**src/rtl/whack_button_encoder_if.sv**
```systemverilog
// whack_button_encoder_if: button inputs and encoded outputs of the encoder; WHACK_HIT_COUNT_EN adds hit_count
interface whack_button_encoder_if #(
    parameter int NUM_HOLES = 6
);
    logic [NUM_HOLES-1:0] btn_raw;
    logic [2:0]           input_pos;
    logic                 hit_strobe;
    logic                 multi_err;
    logic [NUM_HOLES-1:0] btn_stable;
`ifdef WHACK_HIT_COUNT_EN
    logic [7:0]           hit_count;
    modport master (output btn_raw, input input_pos, hit_strobe, multi_err, btn_stable, hit_count);
    modport slave (input btn_raw, output input_pos, hit_strobe, multi_err, btn_stable, hit_count);
`else
    modport master (output btn_raw, input input_pos, hit_strobe, multi_err, btn_stable);
    modport slave (input btn_raw, output input_pos, hit_strobe, multi_err, btn_stable);
`endif
endinterface

```
**src/rtl/whack_button_encoder.sv**
```systemverilog
// whack_button_encoder: sync + debounce hole buttons, encode a single press to a position code; WHACK_HIT_COUNT_EN adds hit_count
module whack_button_encoder #(
    parameter int NUM_HOLES       = 6,
    parameter int DEBOUNCE_CYCLES = 1000000,
    parameter int CNT_W           = 20
) (
    input logic CLK100MHZ,
    input logic rst,
    whack_button_encoder_if.slave bus
);
    typedef enum logic [1:0] {IDLE, PRESSED, LOCKOUT} state_t;
    localparam logic [CNT_W-1:0] LAST = CNT_W'(DEBOUNCE_CYCLES - 1);
    logic [NUM_HOLES-1:0] sync1_q, sync2_q, stable_q, stable_d;
    logic [CNT_W-1:0]     cnt_q [NUM_HOLES];
    logic [CNT_W-1:0]     cnt_d [NUM_HOLES];
    state_t               state_q, state_d;
    logic [2:0]           pos_q, pos_d, enc;
    logic                 hit_q, hit_d, err_q, err_d, single;
    always_comb begin
        stable_d = stable_q;
        for (int i = 0; i < NUM_HOLES; i++) begin
            cnt_d[i]    = (sync2_q[i] != stable_q[i] && cnt_q[i] != LAST) ? cnt_q[i] + 1'b1 : '0;
            stable_d[i] = (sync2_q[i] != stable_q[i] && cnt_q[i] == LAST) ? sync2_q[i] : stable_q[i];
        end
    end
    // enc is only meaningful when exactly one stable bit is set
    always_comb begin
        enc = '0;
        for (int i = 0; i < NUM_HOLES; i++)
            if (stable_q[i]) enc = 3'(i + 1);
        single = stable_q != '0 && (stable_q & (stable_q - 1'b1)) == '0;
    end
    always_comb begin
        state_d = state_q;
        pos_d   = pos_q;
        hit_d   = 1'b0;
        err_d   = 1'b0;
        case (state_q)
            IDLE: begin
                if (single) begin
                    state_d = PRESSED;
                    pos_d   = enc;
                    hit_d   = 1'b1;
                end else if (stable_q != '0) begin
                    state_d = LOCKOUT;
                    err_d   = 1'b1;
                end
            end
            PRESSED: begin
                if (stable_q == '0) begin
                    state_d = IDLE;
                    pos_d   = '0;
                end else if (!(single && enc == pos_q)) begin
                    state_d = LOCKOUT;
                    pos_d   = '0;
                    err_d   = 1'b1;
                end
            end
            LOCKOUT: state_d = (stable_q == '0) ? IDLE : LOCKOUT;
            default: begin
                state_d = IDLE;
                pos_d   = '0;
            end
        endcase
    end
    always_ff @(posedge CLK100MHZ) begin
        if (rst) begin
            sync1_q  <= '0;
            sync2_q  <= '0;
            stable_q <= '0;
            cnt_q    <= '{default: '0};
            state_q  <= IDLE;
            pos_q    <= '0;
            hit_q    <= 1'b0;
            err_q    <= 1'b0;
        end else begin
            sync1_q  <= bus.btn_raw;
            sync2_q  <= sync1_q;
            stable_q <= stable_d;
            cnt_q    <= cnt_d;
            state_q  <= state_d;
            pos_q    <= pos_d;
            hit_q    <= hit_d;
            err_q    <= err_d;
        end
    end
    assign bus.input_pos  = pos_q;
    assign bus.hit_strobe = hit_q;
    assign bus.multi_err  = err_q;
    assign bus.btn_stable = stable_q;
`ifdef WHACK_HIT_COUNT_EN
    logic [7:0] hit_cnt_q;
    always_ff @(posedge CLK100MHZ) begin
        if (rst) hit_cnt_q <= '0;
        else hit_cnt_q <= hit_cnt_q + {7'd0, hit_d};
    end
    assign bus.hit_count = hit_cnt_q;
`endif
endmodule
```
**src/flat_wrapper.sv**
```systemverilog
// flat-port wrapper written by rule: the top's interface ports become plain ports
module whack_button_encoder_flat 
#(
    parameter int NUM_HOLES       = 6,
    parameter int DEBOUNCE_CYCLES = 1000000,
    parameter int CNT_W           = 20
)
  (CLK100MHZ, rst, bus_btn_raw, bus_input_pos, bus_hit_strobe, bus_multi_err, bus_btn_stable);
  whack_button_encoder_if #(.NUM_HOLES(NUM_HOLES)) bus_i ();
  input logic CLK100MHZ;
  input logic rst;
  input wire logic [$bits(bus_i.btn_raw)-1:0] bus_btn_raw;
  output wire logic [$bits(bus_i.input_pos)-1:0] bus_input_pos;
  output wire logic [$bits(bus_i.hit_strobe)-1:0] bus_hit_strobe;
  output wire logic [$bits(bus_i.multi_err)-1:0] bus_multi_err;
  output wire logic [$bits(bus_i.btn_stable)-1:0] bus_btn_stable;
  assign bus_i.btn_raw = bus_btn_raw;
  assign bus_input_pos = bus_i.input_pos;
  assign bus_hit_strobe = bus_i.hit_strobe;
  assign bus_multi_err = bus_i.multi_err;
  assign bus_btn_stable = bus_i.btn_stable;
  whack_button_encoder #(.NUM_HOLES(NUM_HOLES), .DEBOUNCE_CYCLES(DEBOUNCE_CYCLES), .CNT_W(CNT_W)) u_core (.CLK100MHZ(CLK100MHZ), .rst(rst), .bus(bus_i));
endmodule
```
**config.mk**
```make
export PLATFORM = sky130hd
export DESIGN_NAME = whack_button_encoder_flat
export DESIGN_NICKNAME = d
export VERILOG_FILES = /design/src/rtl/whack_button_encoder_if.sv /design/src/rtl/whack_button_encoder.sv /design/src/flat_wrapper.sv
export SDC_FILE = /design/constraint.sdc
export NUM_CORES = 1
export LEC_CHECK = 0
export BUFFER_PORTS_ARGS = -buffer_cell sky130_fd_sc_hd__buf_4
export CAP_MARGIN = 20
export CORE_ASPECT_RATIO = 0.75
export CORE_UTILIZATION = 30
export CTS_CLUSTER_DIAMETER = 50
export DETAILED_ROUTE_END_ITERATION = 8
export SLEW_MARGIN = 5
export SYNTH_ARGS = -nofsm -noshare
export SYNTH_HDL_FRONTEND = slang
export SYNTH_SLANG_ARGS = --single-unit
```
**constraint.sdc**
```tcl
create_clock -name CLK100MHZ -period 2.4 [get_ports CLK100MHZ]
set_input_delay 0.12 -clock CLK100MHZ [delete_from_list [all_inputs] [get_ports CLK100MHZ]]
set_output_delay 0.12 -clock CLK100MHZ [all_outputs]
set_load 0.02 [all_outputs]
```
# Yosys cells after proc, flatten, opt, wreduce, memory -nomap -nowiden
# Index checks and enable logic that the tools add are counted.
# op_classes
n_addsub,7
eq_ne,24
mux,22
bitwise,9
n_reduce_logical,27
# op_table
op,n
$add A20 B1 Y20 const B,6
$eq A20 B20 Y1 const B,6
$ne A20 B20 Y1 const B,6
$mux W3,6
$logic_and A1 B1 Y1,14
$mux W2,7
$reduce_or A2 Y1,7
$logic_not A6 Y1,2
$pmux W3 S3,1
$not A1 Y1,8
$and A6 B6 Y6,1
$mux W1,6
$ne A1 B1 Y1,6
$pmux W2 S3,1
$reduce_bool A6 Y1,1
$sub A6 B1 Y6 const B,1
$eq A3 B3 Y1,1
$ne A3 B1 Y1 const B,1
$ne A3 B2 Y1 const B,1
$reduce_and A3 Y1,1
$eq A2 B1 Y1 const B,1
$eq A2 B2 Y1 const B,1
$logic_not A2 Y1,1
$ne A2 B1 Y1 const B,1
other kinds (2),2
# totals
regBits,145
in_bits,8
output_inout_bits,11
word_cells,107

# Longest topological paths before layout
# Gate-level depths: netlist of the first run.
# depth
depth_word,11
depth_mapped,8
depth_no_buf,7

# Worst setup path after synthesis of the first run
# OpenSTA, ideal clock, no wires.
# synth_timing
path_type,reg-to-reg
startpoint,register u_core.stable_q[3] (netlist: u_core.bus.btn_stable[3])
endpoint,register u_core.pos_q[1] (netlist: u_core.bus.input_pos[1])
setup_time_ps,130
arrival_time_ps,1849
required_ps,2270
slack_ps,420
stages_incl_launch_ff,8
n_path_buf,1
period_less_slack_ps,1980
path_cell_list,dfxtp_1 > buf_6 > or3_4 > a211o_1 > a41o_1 > a41oi_4 > nand2b_1 > a21oi_2
# synth_between
elab_chain_cells,7
elab_cells_between_ends,17
cone_classes,add/sub (1); eq/ne (3); mux (6); bitwise (1); reduce/logical (6)
# synth_lines
item,line_no,text
"start, declared",whack_button_encoder.sv:13,"logic [NUM_HOLES-1:0] sync1_q, sync2_q, stable_q, stable_d;"
"start signal, assigned",whack_button_encoder.sv:79,stable_q <= stable_d;
$sub A6 B1 Y6 / $mux W3 (equally long branches),"whack_button_encoder.sv:31, whack_button_encoder.sv:30",
$and A6 B6 Y6 / $mux W3 (equally long branches),"whack_button_encoder.sv:31, whack_button_encoder.sv:30",
$logic_not A6 Y1 / $mux W3 (equally long branches),"whack_button_encoder.sv:31, whack_button_encoder.sv:30",
$logic_and A1 B1 Y1 / $eq A3 B3 Y1 (equally long branches),"whack_button_encoder.sv:31, whack_button_encoder.sv:53",
$logic_and A1 B1 Y1,whack_button_encoder.sv:53,end else if (!(single && enc == pos_q)) begin
$ne A3 B2 Y1 (no line),--,
$reduce_and A3 Y1 (no line),--,
"end signal, assigned",whack_button_encoder.sv:82,pos_q <= pos_d;
"end, declared",whack_button_encoder.sv:17,"logic [2:0] pos_q, pos_d, enc;"
# Several ways; a longest one is shown, not always the timed one. The select of a mux whose other input is x is not followed.
# A chain may end at the register's enable or synchronous reset.

# Final worst setup path of the first run
# layout_timing
startpoint,register u_core.stable_q[4] (netlist: u_core.bus.btn_stable[4])
endpoint,register u_core.pos_q[1] (netlist: u_core.bus.input_pos[1])
# layout_between
elab_chain_cells,7
elab_cells_between_ends,16
cone_classes,add/sub (1); eq/ne (3); mux (5); bitwise (1); reduce/logical (6)
# layout_lines
item,line_no,text
$sub A6 B1 Y6,whack_button_encoder.sv:31,single = stable_q != '0 && (stable_q & (stable_q - 1'b1)) == '0;
$and A6 B6 Y6,whack_button_encoder.sv:31,
$logic_not A6 Y1,whack_button_encoder.sv:31,
$logic_and A1 B1 Y1,whack_button_encoder.sv:31,
$logic_and A1 B1 Y1,whack_button_encoder.sv:53,
$ne A3 B2 Y1 (no line),--,
$reduce_and A3 Y1 (no line),--,
# Several ways; a longest one is shown, not always the timed one. The select of a mux whose other input is x is not followed.

==> reports/qor.yml, run 1 <==
synthTopCellsByArea: "dfxtp_1 (46%), nor2_1 (9.0%), xor2_1 (9.0%)"
clk_pin_slew_worst_paths_ns: 0.06
postCtsSetupBuffers: 0
grt_max_degree: 33
drcViolationCount: 0
hp-class: "in2reg"
async_reset_ff_share_pct: 0
hold_depth: 2
cts_max_path_buffers: 2
hold_end: "u_core.bus.btn_stable[2]$_SDFFE_PP0P_"
numCtsBuffers: 17
tightest_slew_ns: 0.458
drt_iter0_markers: 229
final_common_cell: "nor2_1"
final_cell_mix: "nor2_1 (152), dfxtp_1 (145), xor2_1 (65)"
htreeDepth: 4
pwr-share-comb_pct: 2.7
synth_warnings: 0
cp.required_ns: 2.76
synth_edf_count: 0
synth-seq-cells: 145
globalRouteOverflowTotal: 0
place_congestion: 0.782
synth_cells: 720
fill_cells: 2095
r2r_cells: 6
hold_viol: 0
wirelength_um: 11500
grt_first_pass_wirelength_um: 20200
drv_slew: 0
power.internal_mw: 4.46
leakage_nw: 2.52
critical_path.reg2reg.startpoint: "u_core.bus.btn_stable[4]$_SDFFE_PP0P_"
wl_per_cell_um: 11.0
cts_tree: "yes"
finalClockSkew_ns: 0.0115
cts-resized-gates: 0
ant_nets: 0
ys_seq_area_share_pct: 46.0
p_seq_share_pct: 44.0
initial_utilization_pct: 30.9
setup-violations-final: 0
cp-start-kind: "flop"
rsz0062_at_grt: "no"
dp_hpwl_um: 7770
fin_crit_sh_pct: 83.5
seq_area_mm2: 0.00290
rows: 45
min_from: "rst"
rrSetupSlack_ns: 0.40
ir_drop_mv: 0.363
drive_above_1_share_pct: 8.68
yosys.area.top_type: "dfxtp_1"
track_usage_pct: 11.7
critical_path_arrival_ns: 2.36
die_area_mm2: 0.0216
r2r-end: "u_core.bus.input_pos[1]$_SDFFE_PP0P_"
critPathMaxFanout: 12
powerDensity_mw_per_mm2: 741
grt_pass1_vias: 4280
antenna_found_initial: 0
synth_flop_cell: "dfxtp_1"
netlist.area_leader.share_pct: 46.0
status: "finished clean"
syn_area_per_cell_um2: 8.77
port_buffers: 18
criticalPathCategory: "reg2reg"
first_pass_iters: 4
maxCapViolCount: 0
viasPerCell: 4.43
ioPinCount: 19
fin_nets: 766
finalSetupTns_ns: 0
core_area_mm2: 0.0204
end_kind: "flop"
netSwitchingPower_mw: 1.08
cts_sinks: 145
period_needed_ns: 2.00
multiInputGateArea_mm2: 0.00324
slew-limit-headroom_pct: 69.4
clk-insertion-delay-late_ns: 0.42
mappedNetlistNets: 738
cts_hold_buf: 6
num_antenna_cells: 0
die_h_um: 128
syn2layout_area_growth_pct: 18.4
synth_cell_types: 47
dr_total_vias: 4613
syn_area_mm2: 0.00631
ctsRootBufferMaster: "clkbuf_16"
die_x_um: 169
fmax_ghz: 0.499
swShare_pct: 19.5
p_clk_share_pct: 53.3
timing.hold.ws_ns: 0.0954
-- cell usage after synthesis (7+ instances only) --
cell type  number
dfxtp_1       145
nand2b_1        7
xor2_1         65
o21ai_0         8
nor2b_1        14
a21oi_1        11
and3_1         19
or3_1          10
nor2_1        152
xnor2_1        47
inv_1          19
ha_1           10
nor4_1         10
nand3_1        51
nor3_1          9
nand2_1        44
and4_1          8
nand4_1        22
clkbuf_1       15
-- critical path, cell delays in order (launching register included) --
cell	delay [ns]
dfxtp_1	0.42
or3_4	0.43
a211o_1	0.30
a41o_1	0.25
a41oi_4	0.25
o211ai_2	0.14
a21oi_2	0.14
-- worst max-delay path by stage --
stage          cells past startpoint                                   from                              endpoint
6_report                           6  u_core.bus.btn_stable[4]$_SDFFE_PP0P_  u_core.bus.input_pos[1]$_SDFFE_PP0P_
5_1_grt                            7             u_core.cnt_q[0]$_SDFF_PP0_            u_core.cnt_q[2]$_SDFF_PP0_
4_1_cts                            5            u_core.cnt_q[20]$_SDFF_PP0_           u_core.cnt_q[27]$_SDFF_PP0_
3_5_place_dp                       6  u_core.bus.btn_stable[4]$_SDFFE_PP0P_  u_core.bus.input_pos[1]$_SDFFE_PP0P_
3_3_place_gp                       6  u_core.bus.btn_stable[4]$_SDFFE_PP0P_  u_core.bus.input_pos[1]$_SDFFE_PP0P_
2_1_floorplan                      7  u_core.bus.btn_stable[3]$_SDFFE_PP0P_  u_core.bus.input_pos[1]$_SDFFE_PP0P_
-- power groups by stage --
| stage | clock (mW) | combinational [mW] | sequential [mW] |
|---|---|---|---|
| 2_1_floorplan | 0 | 0.105 | 2.49 |
| 3_3_place_gp | 0 | 0.141 | 2.49 |
| 3_5_place_dp | 0 | 0.141 | 2.49 |
| 4_1_cts | 3.04 | 0.150 | 2.44 |
| 5_1_grt | 3.15 | 0.165 | 2.44 |
| 6_report | 2.95 | 0.148 | 2.44 |
-- kinds of logic (layout without fill, tap and decap cells) --
group                    count (synthesis)  in the layout  synth area share [%]
AND/OR/NAND/NOR                        372            372                  29.0
flip-flops                             145            145                  46.0
AO/OA/AOI/OAI                           33             33                  3.81
adder cells (fa/ha/maj)                 10             10                  1.98
multiplexers                             6              6                 0.951
buffers and inverters                   42             82                  2.76
XOR/XNOR                               112            112                  15.5
-- per-layer routing --
layer	global-route usage, %	share of wire (%)	vias up
li1	-	-	2475
met1	16.0	56	2103
met2	16.8	40	30
met3	4.03	3.8	5
met4	4.66	0.70	0
met5	0	0	-
-- through the flow --
step,total power [mW],instances,utilization [%],setup slack (ns),instance area [um^2]
2_1_floorplan,2.59,720,-,0.420,6310
3_3_place_gp,2.63,1005,33.1,0.436,6760
3_5_place_dp,2.63,1005,33.1,0.409,6760
4_1_cts,5.62,1042,36.6,0.394,7470
5_1_grt,5.76,1042,36.6,0.237,7470
6_report,5.54,1042,36.6,0.395,7470
-- state kept, by name (all words and copies together) (netlist names) --
register               count
u_core.bus.input_pos       3
u_core.bus.hit_strobe      1
u_core.bus.btn_stable      6
u_core.cnt_q             120
u_core.bus.multi_err       1
u_core.sync1_q             6
u_core.state_q             2
u_core.sync2_q             6
-- final cells by class --
cell class,count,share of cell area [%]
inverter,19,0.954
multi-input combinational,533,43.3
sequential,145,38.8
clock buffer,20,5.98
clock inverter,11,2.80
tap,282,4.72
timing repair buffer,32,3.42
Power figures use the tool's default switching activity.
==> inputs of run 2 (changes only) <==
==> constraint.sdc (replaced) <==
create_clock -name CLK100MHZ -period 1.8 [get_ports CLK100MHZ]
set_input_delay 0.09 -clock CLK100MHZ [delete_from_list [all_inputs] [get_ports CLK100MHZ]]
set_output_delay 0.09 -clock CLK100MHZ [all_outputs]
set_load 0.02 [all_outputs]
==> run 2 against run 1 <==
  * Combinational power rose by 54%
  * Critical path depth stayed put
  * Sequential share of layout area shrank 2.1 points
  * Fmax grew 13%
  * Non-clock buffer count up 49
  * Sequential power grew 33%
  * Clock skew decreased by 0.0048 ns
  * Utilization is 2.1 points higher
  * Highest routed layer unchanged
==> reports/qor.yml, run 2 (same netlist as run 1, synthesis figures left out) <==
status: "finished clean"
criticalPathCategory: "reg2reg"
clk-insertion-delay-late_ns: 0.42  # about the same
power_mw: 6.92  # +25%
syn2layout_area_growth_pct: 25.3
hp-class: "in2reg"
htreeDepth: 4  # unchanged
final_cell_mix: "nor2_1 (150), dfxtp_1 (142), buf_4 (70)"
maxCapViolCount: 0  # unchanged
postCtsSetupBuffers: 0  # unchanged
core_area_mm2: 0.0204  # unchanged
dr_total_vias: 4750  # +3.0%
hold_end: "u_core.sync2_q[0]$_SDFF_PP0_"
ir_drop_mv: 0.420  # +15%
cts_max_path_buffers: 2  # unchanged
fmax_ghz: 0.562  # +13%
cp.required_ns: 2.15  # -0.61 ns
ioPinCount: 19  # unchanged
powerDensity_mw_per_mm2: 875  # +18%
slew-limit-headroom_pct: 72.5  # +3.0 points
min_from: "rst"
end_kind: "flop"
die_x_um: 169  # unchanged
cp-start-kind: "flop"
track_usage_pct: 12.2  # +0.46 points
grt_max_degree: 21  # -36%
ctsRootBufferMaster: "clkbuf_16"
grt_first_pass_wirelength_um: 21200  # +4.6%
cts_tree: "yes"
final_common_cell: "nor2_1"
viasPerCell: 4.35  # -1.7%
setup_slack_ns: 0.0211  # -0.374 ns
grt_pass1_vias: 4523  # +5.7%
place_congestion: 0.763  # -2.3%
die_h_um: 128  # unchanged
rrSetupSlack_ns: 0.02  # -0.37 ns
hold_depth: 2  # unchanged
largest_reg_flops: 120  # unchanged
drt_iter0_markers: 256  # +12%
first_pass_iters: 6  # +2
antenna_found_initial: 0  # unchanged
num_antenna_cells: 0  # unchanged
tightest_slew_ns: 0.409  # -0.0483 ns
rsz0062_at_grt: "yes"
port_buffers: 18  # unchanged
critical_path_arrival_ns: 2.13  # -0.23 ns
timing.hold.ws_ns: 0.0215  # -0.0739 ns
leakage_nw: 2.77  # +10%
fin_crit_sh_pct: 98.8  # +15 points
finalSetupTns_ns: 0  # unchanged
wirelength_um: 11900  # +4.2%
globalRouteOverflowTotal: 0  # unchanged
wl_per_cell_um: 10.9  # -0.48%
pre_cts_ws_ns: 0.00302  # -0.406 ns
ant_nets: 0  # unchanged
initial_utilization_pct: 30.9  # unchanged
drv_slew: 0  # unchanged
die_area_mm2: 0.0216  # unchanged
drive_above_1_share_pct: 16.2  # +7.5 points
rows: 45  # unchanged
critPathMaxFanout: 6  # -6
setup-violations-final: 0  # unchanged
r2r-end: "u_core.bus.input_pos[1]$_SDFFE_PP0P_"
hold_viol: 0  # unchanged
critical_path.reg2reg.startpoint: "u_core.bus.btn_stable[4]$_SDFFE_PP0P_"
finalClockSkew_ns: 0.00674  # -0.00479 ns
dp_hpwl_um: 8390  # +8.0%
fin_nets: 815  # +6.4%
numCtsBuffers: 17  # unchanged
r2r_cells: 6  # unchanged
drcViolationCount: 0  # unchanged
period_needed_ns: 1.78  # -0.226 ns
cts_sinks: 145  # unchanged
top_register: "u_core.cnt_q"
clk_pin_slew_worst_paths_ns: 0.06  # about the same
## run 2: cell count changes in the layout (fill, tap and decap cells not counted), sizes merged
cell,delta
clkinvlp,+4
clkbuf,+1
inv,-1
buf,+49
bufinv,-4
## run 2: where the power goes
part	switching (mW)	internal (mW)
Combinational	0.119	0.110
Clock	1.32	2.13
Sequential	0.0153	3.23
## run 2: critical path, cell delays in order, from the launching register on
cell,delay (ns)
dfxtp_2,0.34
or3_4,0.37
a211o_1,0.26
a41o_1,0.22
a41oi_4,0.26
o211ai_2,0.13
a21oi_2,0.14
## run 2: routing by layer
layer | share of wire (%) | global-route usage [%]
met1 | 57 | 17.2
met2 | 40 | 17.7
met3 | 2.6 | 3.69
met4 | 0.89 | 3.76
met5 | 0 | 0
## run 2: cell type report
class                           instances  area, um^2
Timing Repair Buffer                   81         686
Multi-Input combinational cell        533        3310
Sequential cell                       145        2910
Inverter                               19        71.3
Fill cell                            2032       12500
Clock buffer                           21         470
Clock inverter                         10         110
Tap cell                              282         353
## run 2: timing repair
action	CTS	global route
hold buffers	6	0
gates resized for setup	1	14
setup endpoints to repair	2	86
endpoints found under the hold margin	6	0
pin swaps	1	5
## run 2: worst max-delay path by stage
stage / start / end / slack, ns / cells past startpoint
floorplan: u_core.bus.btn_stable[3]$_SDFFE_PP0P_ / u_core.bus.input_pos[1]$_SDFFE_PP0P_ / -0.04 / 7
global placement: u_core.bus.btn_stable[4]$_SDFFE_PP0P_ / u_core.bus.input_pos[1]$_SDFFE_PP0P_ / 0.04 / 6
detailed placement: u_core.bus.btn_stable[4]$_SDFFE_PP0P_ / u_core.bus.input_pos[1]$_SDFFE_PP0P_ / 0.003 / 6
CTS: u_core.bus.btn_stable[4]$_SDFFE_PP0P_ / u_core.bus.input_pos[1]$_SDFFE_PP0P_ / 0.02 / 6
global route: u_core.bus.btn_stable[4]$_SDFFE_PP0P_ / u_core.bus.input_pos[1]$_SDFFE_PP0P_ / -0.08 / 6
finish: u_core.bus.btn_stable[4]$_SDFFE_PP0P_ / u_core.bus.input_pos[1]$_SDFFE_PP0P_ / 0.02 / 6
## run 2: metrics by stage
stage	cells	instance area, um^2	utilization [%]
floorplan	720	6330	-
global placement	1054	7210	35.3
detailed placement	1054	7210	35.3
CTS	1091	7850	38.4
global route	1091	7910	38.7
finish	1091	7910	38.7
